**src/rtl/cohort_req_picker.sv**
```systemverilog
// cohort_req_picker
//   Collects one-cycle request pulses into a pending vector and hands them to a
//   single-entry output slot, always choosing the highest-numbered pending
//   element first. Requests that land on an already-pending bit are merged,
//   and a saturating counter records how often that happens.
//
//   Ports
//     clk           rising-edge clock
//     rst_n         asynchronous active-low reset
//     req_set       one-cycle request pulses, bit i posts element i
//     flush         synchronous clear of pending requests and of the slot
//     out_valid     slot holds a picked element
//     out_ready     consumer accepts out_index
//     out_index     picked element number, zero-extended to IW bits
//     pending       registered pending vector
//     coalesce_cnt  saturating count of cycles with a merged request
//
//   Handshake: a transfer happens on a rising edge where out_valid=1 and
//   out_ready=1. While out_valid=1 and out_ready=0, out_index is held stable.
//   out_valid depends only on registered state, never on out_ready or req_set.
//   out_ready while out_valid=0 is ignored.
//
//   The slot state register is the FSM state; out_valid is a direct view of it
//   (FULL <=> out_valid=1), so checkers can bind to out_valid for the state.

module cohort_req_picker #(
    parameter  int NumberOfElement = 8,
    localparam int IW              = $clog2(NumberOfElement) + 1
) (
    input  logic                       clk,
    input  logic                       rst_n,
    input  logic [NumberOfElement-1:0] req_set,
    input  logic                       flush,
    output logic                       out_valid,
    input  logic                       out_ready,
    output logic [IW-1:0]              out_index,
    output logic [NumberOfElement-1:0] pending,
    output logic [7:0]                 coalesce_cnt
);

    typedef enum logic {
        EMPTY = 1'b0,
        FULL  = 1'b1
    } slot_state_t;

    slot_state_t                state;
    logic [IW-1:0]              hi_index;
    logic [NumberOfElement-1:0] hi_onehot;
    logic [NumberOfElement-1:0] load_mask;
    logic                       slot_free;
    logic                       load;
    logic                       merge_hit;

    // Highest set bit of the registered pending vector. Later iterations
    // overwrite earlier ones, so the top-most set bit wins.
    always_comb begin
        hi_index  = '0;
        hi_onehot = '0;
        for (int i = 0; i < NumberOfElement; i++) begin
            if (pending[i]) begin
                hi_index     = IW'(i);
                hi_onehot    = '0;
                hi_onehot[i] = 1'b1;
            end
        end
    end

    // The slot can take a new element when it is empty or is being drained
    // on this very edge.
    assign slot_free = (state == EMPTY) || out_ready;
    assign load      = slot_free && (|pending) && !flush;
    assign load_mask = load ? hi_onehot : '0;
    assign merge_hit = |(req_set & pending);

    assign out_valid = (state == FULL);

    always_ff @(posedge clk or negedge rst_n) begin
        if (!rst_n) begin
            state     <= EMPTY;
            out_index <= '0;
        end else if (flush) begin
            state     <= EMPTY;
            out_index <= '0;
        end else if (load) begin
            state     <= FULL;
            out_index <= hi_index;
        end else if ((state == FULL) && out_ready) begin
            state     <= EMPTY;
        end
    end

    // Clear-then-set ordering: a request arriving for the bit being loaded
    // this cycle survives in pending, so it is never lost.
    always_ff @(posedge clk or negedge rst_n) begin
        if (!rst_n) begin
            pending <= '0;
        end else if (flush) begin
            pending <= '0;
        end else begin
            pending <= (pending & ~load_mask) | req_set;
        end
    end

    // Flush drops requests but leaves the statistic alone.
    always_ff @(posedge clk or negedge rst_n) begin
        if (!rst_n) begin
            coalesce_cnt <= '0;
        end else if (!flush && merge_hit && (coalesce_cnt != 8'hFF)) begin
            coalesce_cnt <= coalesce_cnt + 8'd1;
        end
    end

endmodule

```
**config.mk**
```make
export PLATFORM = sky130hd
export DESIGN_NAME = cohort_req_picker
export DESIGN_NICKNAME = d
export VERILOG_FILES = /design/src/rtl/cohort_req_picker.sv
export SDC_FILE = /design/constraint.sdc
export NUM_CORES = 1
export LEC_CHECK = 0
export ABC_AREA = 0
export BUFFER_PORTS_ARGS = -buffer_cell sky130_fd_sc_hd__clkbuf_2
export CORE_MARGIN = 2
export CORE_UTILIZATION = 50
export CTS_BUF_LIST = sky130_fd_sc_hd__clkbuf_8
export DETAILED_ROUTE_END_ITERATION = 10
export PLACE_DENSITY = 0.81
export SLEW_MARGIN = 20
export SYNTH_ARGS = -nofsm -noshare
export SYNTH_HDL_FRONTEND = slang
export SYNTH_SLANG_ARGS = --single-unit
```
**constraint.sdc**
```tcl
create_clock -name clk -period 3.08 [get_ports clk]
set_clock_uncertainty 0.1 [all_clocks]
set_input_delay 0.616 -clock clk [delete_from_list [all_inputs] [get_ports clk]]
set_output_delay 0.616 -clock clk [all_outputs]
set_load 0.01 [all_outputs]
```
# ---- Yosys cells after proc, flatten, opt, wreduce, memory -nomap -nowiden
# Cells that the tools add are included.
dict set report classes {
  add_sub_neg 1
  eq_ne 1
  muxes 22
  bitwise 5
  reduce_logical 11
}
# cell n
set ops {}
lappend ops {{8-bit two-way mux} 6}
lappend ops {{4-bit two-way mux} 7}
lappend ops {{8-bit bitwise AND} 2}
lappend ops {{8-bit OR reduction} 2}
lappend ops {{8-bit by 1-bit adder with 8-bit output (second input constant)} 1}
lappend ops {{8-bit inequality test (second input constant)} 1}
lappend ops {{8-bit inverter} 1}
lappend ops {{8-bit bitwise OR} 1}
lappend ops {{2-bit two-way mux} 3}
lappend ops {{1-bit logical AND} 5}
lappend ops {{1-bit two-way mux} 5}
lappend ops {{3-bit two-way mux} 1}
lappend ops {{3-bit nonzero test} 1}
lappend ops {{2-bit nonzero test} 1}
lappend ops {{1-bit zero test} 1}
lappend ops {{1-bit logical OR} 1}
lappend ops {{1-bit inverter} 1}
dict set report totals {
  reg_bits 21
  inputBits 12
  output_inout_bits 21
  elab_cells 44
}

# ---- Logic depth before layout (Yosys ltp)
# Gate-level depths: netlist of the first run.
dict set report logic_depth {
  depth_word 13
  ltp_mapped 6
  ltp_nobuf 5
}

# ---- Least setup slack after synthesis of the first run
# OpenSTA, ideal clock, no wires.
dict set report synth_path {
  path_type {reg2reg}
  start {reg pending[7]}
  end {reg pending[0]}
  setup_time_ns 0.136
  arrival_ns 1.816
  required_ns 2.844
  path_slack_ns 1.027
  path_stages_with_launch 5
  path_buffers 0
  synth_period_minus_slack_ns 2.053
  path_cell_list {dfrtp_1 > or4_4 > or4_4 > o41ai_2 > a21oi_1}
}
dict set report synth_between {
  elab_chain_len 8
  word_cells_on_any_way 9
  cone_classes {3 x mux; 3 x bitwise; 3 x reduce/logical}
}
# element line
set synth_rtl {}
lappend synth_rtl {{start, declared} 37} ;# output logic [NumberOfElement-1:0] pending,
lappend synth_rtl {{start signal, assigned} 100} ;# pending <= (pending & ~load_mask) | req_set;
lappend synth_rtl {{8-bit OR reduction} 71} ;# assign load = slot_free && (|pending) && !flush;
lappend synth_rtl {{1-bit logical AND (2 in a row)} 71}
lappend synth_rtl {{8-bit two-way mux (*)} 72} ;# assign load_mask = load ? hi_onehot : '0;
lappend synth_rtl {{8-bit inverter (*)} 100}
lappend synth_rtl {{8-bit bitwise AND (*)} 100}
lappend synth_rtl {{8-bit bitwise OR (*)} 100}
lappend synth_rtl {{8-bit two-way mux (*)} 97} ;# end else if (flush) begin
# Mark *: on every way between the ends. The rest lies on a longest branch, timed or not.
# A chain may end at the register's enable or synchronous reset.

# ---- Worst setup path in the final report of the first run
# Same ends and word-level chain as after synthesis.

==> results of run 1 <==
==> registers in the layout, summed over array words and instances, names as in the netlist <==
name,flops
coalesce_cnt,8
out_index,3
out_valid,1
pending,8
==> logic make-up after synthesis <==
group	after synthesis	synth area share
buffers and inverters	12	0.0479
xor gates and xnor gates	5	0.0430
and+or+nand+nor	34	0.195
AOI/OAI and AO/OA	27	0.173
muxes	3	0.0332
DFF	20	0.491
other	1	0.00368
adders and majority gates	1	0.0123
==> cells in the final DEF, fill, tap and decap left out, types with 2 or more instances in the layout <==
master / count
xnor2_1: 2
or4_4: 2
a22oi_1: 4
o31ai_1: 3
nand2_1: 4
xor2_1: 3
o21ai_0: 4
or3_1: 2
a22o_1: 2
a21oi_1: 12
nor2_1: 7
mux2_2: 3
nand2b_1: 3
dfrtp_1: 20
clkbuf_8: 3
inv_1: 7
clkbuf_2: 31
nand3_1: 4
nor4_1: 4
==> final cells by class <==
type | instances | area (sq um)
clock buffers | 3 | 41.3
inverters | 7 | 26.3
repair buffers | 31 | 155
well taps | 27 | 33.8
fillers | 170 | 686
multi-input cells | 71 | 469
flip-flops and latches | 20 | 500
clock inverters | 1 | 30.0
==> layer usage <==
layer | vias up | part of all wire
met4 | 0 | 0.036
met5 | - | 0
met2 | 26 | 0.51
met1 | 409 | 0.41
li1 | 430 | -
met3 | 9 | 0.043
==> power breakdown <==
part           total [mW]  internal [mW]  switching (mW)  leakage, nW
clock               0.260          0.173          0.0866       0.0357
combinational       0.211          0.102           0.109        0.323
sequential          0.388          0.315          0.0725        0.252
==> stage by stage <==
step / std cells / util / setup WS (ns)
global route: 160 / 0.647 / 0.876
floorplan: 103 / - / 1.03
finish: 160 / 0.647 / 0.963
CTS: 160 / 0.647 / 0.968
detailed placement: 156 / 0.610 / 0.984
global placement: 156 / 0.610 / 1.03
==> synthesized netlist by cell type, drive strengths merged (2+ instances only) <==
library cell and number:
inv 7, or4 3, a22oi 4, nand2b 3, a22o 2, mux2 3, nor4 4, nand2 4
xnor2 2, clkbuf 4, a21oi 12, o21ai 4, xor2 3, nor2 7, o31ai 3, dfrtp 20
or3 2, nand3 4
==> worst min path at each step <==
| stage | to | slack, ns | cells after the start |
|---|---|---|---|
| 4_1_cts | out_index[0] | 0.22 | 1 |
| 2_1_floorplan | coalesce_cnt[0] | 0.22 | 0 |
| 5_1_grt | out_index[0] | 0.24 | 1 |
| 6_report | out_index[0] | 0.20 | 1 |
| 3_5_place_dp | out_index[1] | 0.40 | 1 |
| 3_3_place_gp | out_index[1] | 0.39 | 1 |
==> impl_metrics.env, run 1 <==
export IMPL_status="finished clean"
export IMPL_clock_root_buffer="clkbuf_8"
export IMPL_antenna_cells=0
export IMPL_synth_edf_count=0
export IMPL_timing_final_crit_share=0.687
export IMPL_postCtsHoldBufs=0
export IMPL_cp_depth=4
export IMPL_post_cts_buffers=0
export IMPL_grt_max_degree=22
export IMPL_holdWs_ns=0.202
export IMPL_critPathLaunchType="register"
export IMPL_clock_path_buffers=2
export IMPL_vias_per_cell=5.46
export IMPL_path_max_fanout=7
export IMPL_critPathBufInv=0
export IMPL_crit_path_start="pending[7]"
export IMPL_grt_antenna_before_repair=0
export IMPL_ys_warn_count=0
export IMPL_drtAntennaViolNets=0
export IMPL_dieArea_sq_um=2410
export IMPL_row_count=16
export IMPL_leakage_nw=0.611
export IMPL_hold_violations=0
export IMPL_netlist_instances=103
export IMPL_met1_usage=0.248
export IMPL_met2_usage=0.349
export IMPL_async_reset_ff_frac=1.00
export IMPL_crit_type="reg -> reg"
export IMPL_path_clk_slew_ns=0.07
export IMPL_fmax_mhz=472
export IMPL_synth_seq_area_share=0.491
export IMPL_place_gp_congestion=0.913
export IMPL_synth_seq_cells=20
export IMPL_crit_path_end_kind="register"
export IMPL_dpl_cell_area_sq_um=1180
export IMPL_critical_path_slowest_cell="or4_4"
export IMPL_avgSynthCellArea_sq_um=9.89
export IMPL_timing_setup_tns_ns=0
export IMPL_overflow=0
export IMPL_area_growth_synth_to_final_pct=23.3
export IMPL_rsz0062_at_grt="false"
export IMPL_yosys_area_top_type_share=0.491
export IMPL_fp_dieH_microns=49.1
export IMPL_met3_usage=0.0307
export IMPL_fin_crit_ns=2.12
export IMPL_grt_pass1_vias=881
export IMPL_clock_sinks=20
export IMPL_drt_iter0_drc=16
export IMPL_grt_busiest_layer="met2"
export IMPL_nets=147
export IMPL_arrival_ns=2.15
export IMPL_synthFlopType="dfrtp_1"
export IMPL_synth_lib_cells_used_distinct=31
export IMPL_initial_core_util=0.524
export IMPL_drc=0
export IMPL_htree_levels=1
export IMPL_yosys_top_cells_area="dfrtp_1, a21oi_1, mux2_2"
export IMPL_syn_area_sq_um=1020
export IMPL_vdd_ir_drop_max_uv=513
export IMPL_crit_top_cell="or4_4"
export IMPL_hold_class="in -> async"
export IMPL_r2r_end="pending[0]"
export IMPL_num_io_pins=33
export IMPL_drt_pass1_iter_count=4
export IMPL_num_vias=874
export IMPL_r2r_slack_ns=0.96
export IMPL_worstPathRequired_ns=3.11
export IMPL_portBuffers=31
export IMPL_hpwl_microns=1590
export IMPL_crit_path_cell_trace="or4_4 > or4_4 > o41ai_2 > a21oi_1"
export IMPL_wl_microns=2140
export IMPL_track_usage=0.207
export IMPL_synth_top_area_cell="dfrtp_1"
export IMPL_grt_pass1_wl_microns=3860
export IMPL_die_x_microns=49.1
export IMPL_numCtsBuffers=3
export IMPL_drive_gt1_frac=0.323
export IMPL_powerDensity_nw_per_um2=684
export IMPL_core_area_sq_um=1940
export IMPL_setup_violations=0
export IMPL_drv_slew=0
export IMPL_crit_family="simple AND/OR/NAND/NOR gates"
export IMPL_cts_resized_gates=0
export IMPL_p_total_mw=0.859
export IMPL_finalInstanceArea_sq_um=1260
export IMPL_timing_rr_start="pending[7]"
export IMPL_cap_violations=0
export IMPL_routedWlPerCell_microns=13.4
export IMPL_cts_tree="done"
export IMPL_endpoint="pending[0]"
export IMPL_reg2regPathDepth=4
export IMPL_max_stage_delay_ns=0.57
export IMPL_clk_latency_ns=0.26
export IMPL_syn_nets=116
(Power assumes the default switching activity.)
==> run 2: changes to the inputs <==
==> constraint.sdc (replaced) <==
create_clock -name clk -period 2 [get_ports clk]
set_clock_uncertainty 0.1 [all_clocks]
set_input_delay 0.4 -clock clk [delete_from_list [all_inputs] [get_ports clk]]
set_output_delay 0.4 -clock clk [all_outputs]
set_load 0.01 [all_outputs]
==> run 2 against run 1 <==
  * The flow now finishes with violations (negative hold slack, negative setup slack)
  * Setup slack got worse by 0.99 ns
  * Combinational power rose by 66%
  * Fmax rose by 4.2%
  * Critical path depth did not move
  * Global-route usage fell by 0.30 points
  * Non-clock buffer count rose by 6
  * Critical path type unchanged
==> impl_metrics.env, run 2 (same netlist as run 1, synthesis figures left out) <==
export IMPL_die_x_microns=49.1
export IMPL_critPathLaunchType="register"
export IMPL_row_count=16
export IMPL_setup_violations=2
export IMPL_powerDensity_nw_per_um2=935
export IMPL_drtAntennaViolNets=0
export IMPL_path_clk_slew_ns=0.07
export IMPL_grt_pass1_wl_microns=3740
export IMPL_postCtsHoldBufs=0
export IMPL_vias_per_cell=5.56
export IMPL_htree_levels=1
export IMPL_portBuffers=31
export IMPL_initial_core_util=0.524
export IMPL_hpwl_microns=1730
export IMPL_area_growth_synth_to_final_pct=25.8
export IMPL_drc=0
export IMPL_crit_top_cell="or4_4"
export IMPL_fin_crit_ns=2.03
export IMPL_fp_dieH_microns=49.1
export IMPL_leakage_nw=0.631
export IMPL_drive_gt1_frac=0.360
export IMPL_r2r_end="pending[0]"
export IMPL_fmax_mhz=492
export IMPL_drt_pass1_iter_count=4
export IMPL_worst_slack_ns=-0.0311
export IMPL_timing_rr_start="pending[7]"
export IMPL_antenna_cells=0
export IMPL_drt_iter0_drc=19
export IMPL_nets=153
export IMPL_clock_sinks=20
export IMPL_status="finished with violations"
export IMPL_grt_max_degree=21
export IMPL_reg_largest_list="coalesce_cnt: 8 flops, pending: 8 flops, out_index: 3 flops"
export IMPL_core_area_sq_um=1940
export IMPL_r2r_slack_ns=-0.03
export IMPL_path_max_fanout=4
export IMPL_crit_path_start="pending[7]"
export IMPL_dpl_cell_area_sq_um=1220
export IMPL_clock_path_buffers=2
export IMPL_final_cells=166
export IMPL_max_stage_delay_ns=0.57
export IMPL_arrival_ns=2.07
export IMPL_place_gp_congestion=0.878
export IMPL_critical_path_slowest_cell="or4_4"
export IMPL_worstPathRequired_ns=2.04
export IMPL_dieArea_sq_um=2410
export IMPL_hold_violations=20
export IMPL_crit_type="reg -> reg"
export IMPL_holdWs_ns=-0.0107
export IMPL_grt_pass1_vias=848
export IMPL_drv_slew=0
export IMPL_fillers=183
export IMPL_slew_headroom=0.590
export IMPL_finalInstanceArea_sq_um=1280
export IMPL_track_usage=0.204
export IMPL_crit_path_cell_trace="or4_4 > or4_4 > o41ai_2 > a21oi_1"
export IMPL_rsz0062_at_grt="true"
export IMPL_hold_class="in -> async"
export IMPL_final_cell_mix="clkbuf_2, dfrtp_1, a21oi_1"
export IMPL_num_io_pins=33
export IMPL_p_total_mw=1.20
export IMPL_dpl_cell_count=161
export IMPL_numCtsBuffers=3
export IMPL_cts_tree="done"
export IMPL_crit_path_end_kind="register"
export IMPL_clk_latency_ns=0.25
export IMPL_overflow=0
export IMPL_clock_root_buffer="clkbuf_8"
export IMPL_reg2regPathDepth=4
export IMPL_cap_violations=0
export IMPL_grt_antenna_before_repair=0
export IMPL_final_common_cell="clkbuf_2"
export IMPL_violations="negative hold slack, negative setup slack"
export IMPL_num_vias=923
export IMPL_timing_final_crit_share=1.02
export IMPL_vdd_ir_drop_max_uv=652
export IMPL_routedWlPerCell_microns=13.4
export IMPL_worst_pin_slew_ns=0.610
export IMPL_wl_microns=2220
-- run 2: stage by stage --
stage / setup TNS (ns) / hold slack (ns) / setup slack [ns] / util
5_1_grt: -0.214 / 0.0322 / -0.0788 / 0.660
3_5_place_dp: -0.0359 / 0.285 / -0.0206 / 0.630
2_1_floorplan: -0.0679 / 0.00441 / -0.0370 / -
6_report: -0.0371 / -0.0107 / -0.0311 / 0.660
3_3_place_gp: 0 / 0.277 / 0.00617 / 0.630
4_1_cts: -0.0258 / 0.00663 / -0.0244 / 0.660
-- run 2: critical path: cells and delay by family (launching register included) --
family           cells  cell delay [ns]
AO/OA/AOI/OAI        2             0.30
flip-flops           1             0.40
AND/OR/NAND/NOR      2             1.11
-- run 2: how the worst max path moves through the flow --
stage | to | cells after the start | slack, ns
floorplan | pending[0] | 4 | -0.04
global placement | pending[0] | 4 | 0.006
detailed placement | pending[1] | 4 | -0.02
CTS | pending[0] | 4 | -0.02
global route | pending[0] | 4 | -0.08
finish | pending[0] | 4 | -0.03
-- run 2: final cells by class --
cell class	count	area, sq um	area share
clock buffers	3	41.3	0.0322
clock inverters	1	3.75	0.00293
inverters	7	26.3	0.0205
multi-input cells	71	474	0.370
flip-flops and latches	20	502	0.392
well taps	27	33.8	0.0264
repair buffers	37	200	0.156
-- run 2: where the power goes --
part	switching, mW	internal (mW)	leakage [nW]
sequential	0.102	0.486	0.251
combinational	0.181	0.169	0.354
clock	0.123	0.136	0.0269
total	0.406	0.792	0.631
-- run 2: layer usage --
layer | vias to the layer above | wire length, microns | global-route usage
met4 | 0 | 58 | 0.100
li1 | 442 | - | -
met2 | 41 | 1140 | 0.336
met1 | 431 | 884 | 0.258
met3 | 9 | 139 | 0.0368
met5 | - | 0 | 0
-- run 2: what timing repair did --
action / in CTS / in global routing
endpoints found under the setup margin: 2 / 4
setup buffers: 1 / 0
gates resized for setup: 1 / 1
==> run 3: changes to the inputs <==
--- a/config.mk
+++ b/config.mk
@@ -11,7 +11,7 @@
 export CORE_UTILIZATION = 50
 export CTS_BUF_LIST = sky130_fd_sc_hd__clkbuf_8
 export DETAILED_ROUTE_END_ITERATION = 10
-export PLACE_DENSITY = 0.81
+export PLACE_DENSITY = 0.78
 export SLEW_MARGIN = 20
 export SYNTH_ARGS = -nofsm -noshare
 export SYNTH_HDL_FRONTEND = slang
==> run 3 against run 2 <==
  * The run still ends with negative hold slack, negative setup slack left
  * Setup slack got worse by 0.0070 ns
  * Die area did not move
  * Worst hold slack worse by 0.0041 ns
  * Global-route usage fell by 0.44 points
  * Power decreased by 0.38%
  * Critical endpoint unchanged
  * Critical path depth stayed put
  * First-iteration DRC count decreased by 74%
  * Cell count is 0.60% lower
  * Count of clock-buffer cells in the layout stayed put
==> impl_metrics.env, run 3 (same netlist as run 1, synthesis figures left out) <==
export IMPL_status="finished with violations"
export IMPL_violations="negative hold slack, negative setup slack"
export IMPL_critPathLaunchType="register"
export IMPL_htree_levels=1
export IMPL_fp_dieH_microns=49.1
export IMPL_clk_latency_ns=0.25
export IMPL_path_max_fanout=4
export IMPL_timing_rr_start="pending[7]"
export IMPL_worstPathRequired_ns=2.04
export IMPL_grt_antenna_before_repair=0
export IMPL_reg2regPathDepth=4
export IMPL_place_gp_congestion=0.925
export IMPL_path_clk_slew_ns=0.07
export IMPL_initial_core_util=0.524
export IMPL_r2r_slack_ns=-0.04
export IMPL_grt_pass1_vias=860
export IMPL_wl_microns=2090
export IMPL_fillers=170
export IMPL_crit_path_end_kind="register"
export IMPL_final_core_util=0.653
export IMPL_grt_max_degree=21
export IMPL_cap_violations=0
export IMPL_drt_pass1_iter_count=3
export IMPL_timing_final_crit_share=1.02
export IMPL_arrival_ns=2.07
export IMPL_fmax_mhz=491
export IMPL_slew_headroom=0.649
export IMPL_cts_tree="done"
export IMPL_p_total_mw=1.19
export IMPL_final_common_cell="clkbuf_2"
export IMPL_clock_root_buffer="clkbuf_8"
export IMPL_r2r_end="pending[0]"
export IMPL_num_io_pins=33
export IMPL_fin_crit_ns=2.04
export IMPL_leakage_nw=0.626
export IMPL_crit_type="reg -> reg"
export IMPL_drt_iter0_drc=5
export IMPL_core_area_sq_um=1940
export IMPL_routedWlPerCell_microns=12.7
export IMPL_vias_per_cell=5.21
export IMPL_dpl_cell_area_sq_um=1220
export IMPL_reg_largest_list="coalesce_cnt: 8 flops, pending: 8 flops, out_index: 3 flops"
export IMPL_dpl_cell_count=161
export IMPL_holdWs_ns=-0.0148
export IMPL_final_cells=165
export IMPL_final_cell_mix="clkbuf_2, dfrtp_1, a21oi_1"
export IMPL_timing_setup_tns_ns=-0.0570
export IMPL_overflow=0
export IMPL_row_count=16
export IMPL_clock_path_buffers=2
export IMPL_numCtsBuffers=3
export IMPL_area_growth_synth_to_final_pct=24.6
export IMPL_hpwl_microns=1660
export IMPL_place_ws_ns=-0.0348
export IMPL_antenna_cells=0
export IMPL_drive_gt1_frac=0.348
export IMPL_portBuffers=31
export IMPL_nets=152
export IMPL_vdd_ir_drop_max_uv=604
export IMPL_hold_class="in -> async"
export IMPL_dieArea_sq_um=2410
export IMPL_clock_sinks=20
export IMPL_worst_slack_ns=-0.0380
export IMPL_worst_pin_slew_ns=0.522
export IMPL_post_cts_buffers=0
export IMPL_hold_violations=20
export IMPL_drc=0
export IMPL_die_x_microns=49.1
export IMPL_grt_pass1_wl_microns=3710
export IMPL_drtAntennaViolNets=0
export IMPL_finalInstanceArea_sq_um=1270
export IMPL_setup_violations=2
export IMPL_powerDensity_nw_per_um2=941
export IMPL_num_vias=860
export IMPL_drv_slew=0
export IMPL_track_usage=0.200
export IMPL_rsz0062_at_grt="true"
[run 3: per-layer routing]
| metal | vias up | wire [microns] | global-route usage | share of wire |
|---|---|---|---|---|
| li1 | 436 | - | - | - |
| met1 | 398 | 911 | 0.246 | 0.44 |
| met2 | 22 | 1050 | 0.331 | 0.50 |
| met3 | 4 | 96 | 0.0399 | 0.046 |
| met4 | 0 | 30 | 0.100 | 0.014 |
| met5 | - | 0 | 0 | 0 |
[run 3: worst max-delay path, cell delays in order, from the launching register on]
cell and delay [ns]:
dfrtp_2 0.41, or4_4 0.54, or4_4 0.55, o41ai_2 0.21
a21oi_1 0.10
[run 3: layout make-up]
| class | instances | area (sq um) | area share |
|---|---|---|---|
| Tap cell | 27 | 33.8 | 0.0266 |
| Clock buffer | 3 | 41.3 | 0.0325 |
| Multi-Input combinational cell | 71 | 469 | 0.370 |
| Inverter | 7 | 26.3 | 0.0207 |
| Timing Repair Buffer | 36 | 193 | 0.152 |
| Clock inverter | 1 | 3.75 | 0.00296 |
| Sequential cell | 20 | 502 | 0.395 |
[run 3: where the power goes]
group | switching (mW) | leakage (nW) | internal, mW
sequential | 0.100 | 0.251 | 0.486
clock | 0.128 | 0.0269 | 0.137
combinational | 0.177 | 0.348 | 0.166
[run 3: how the worst max path moves through the flow]
| stage | slack (ns) | startpoint | to | cells past startpoint |
|---|---|---|---|---|
| after floorplan | -0.04 | pending[7] | pending[0] | 4 |
| after global placement | 0.01 | pending[7] | pending[1] | 4 |
| after detailed placement | -0.03 | pending[7] | pending[0] | 4 |
| after CTS | -0.05 | pending[7] | pending[0] | 4 |
| after global routing | -0.10 | pending[7] | pending[0] | 4 |
| final | -0.04 | pending[7] | pending[0] | 4 |
[run 3: timing repair]
| action | in CTS | in global routing |
|---|---|---|
| hold buffers | 0 | 0 |
| gates resized for setup | 0 | 0 |
| endpoints found under the setup margin | 2 | 4 |
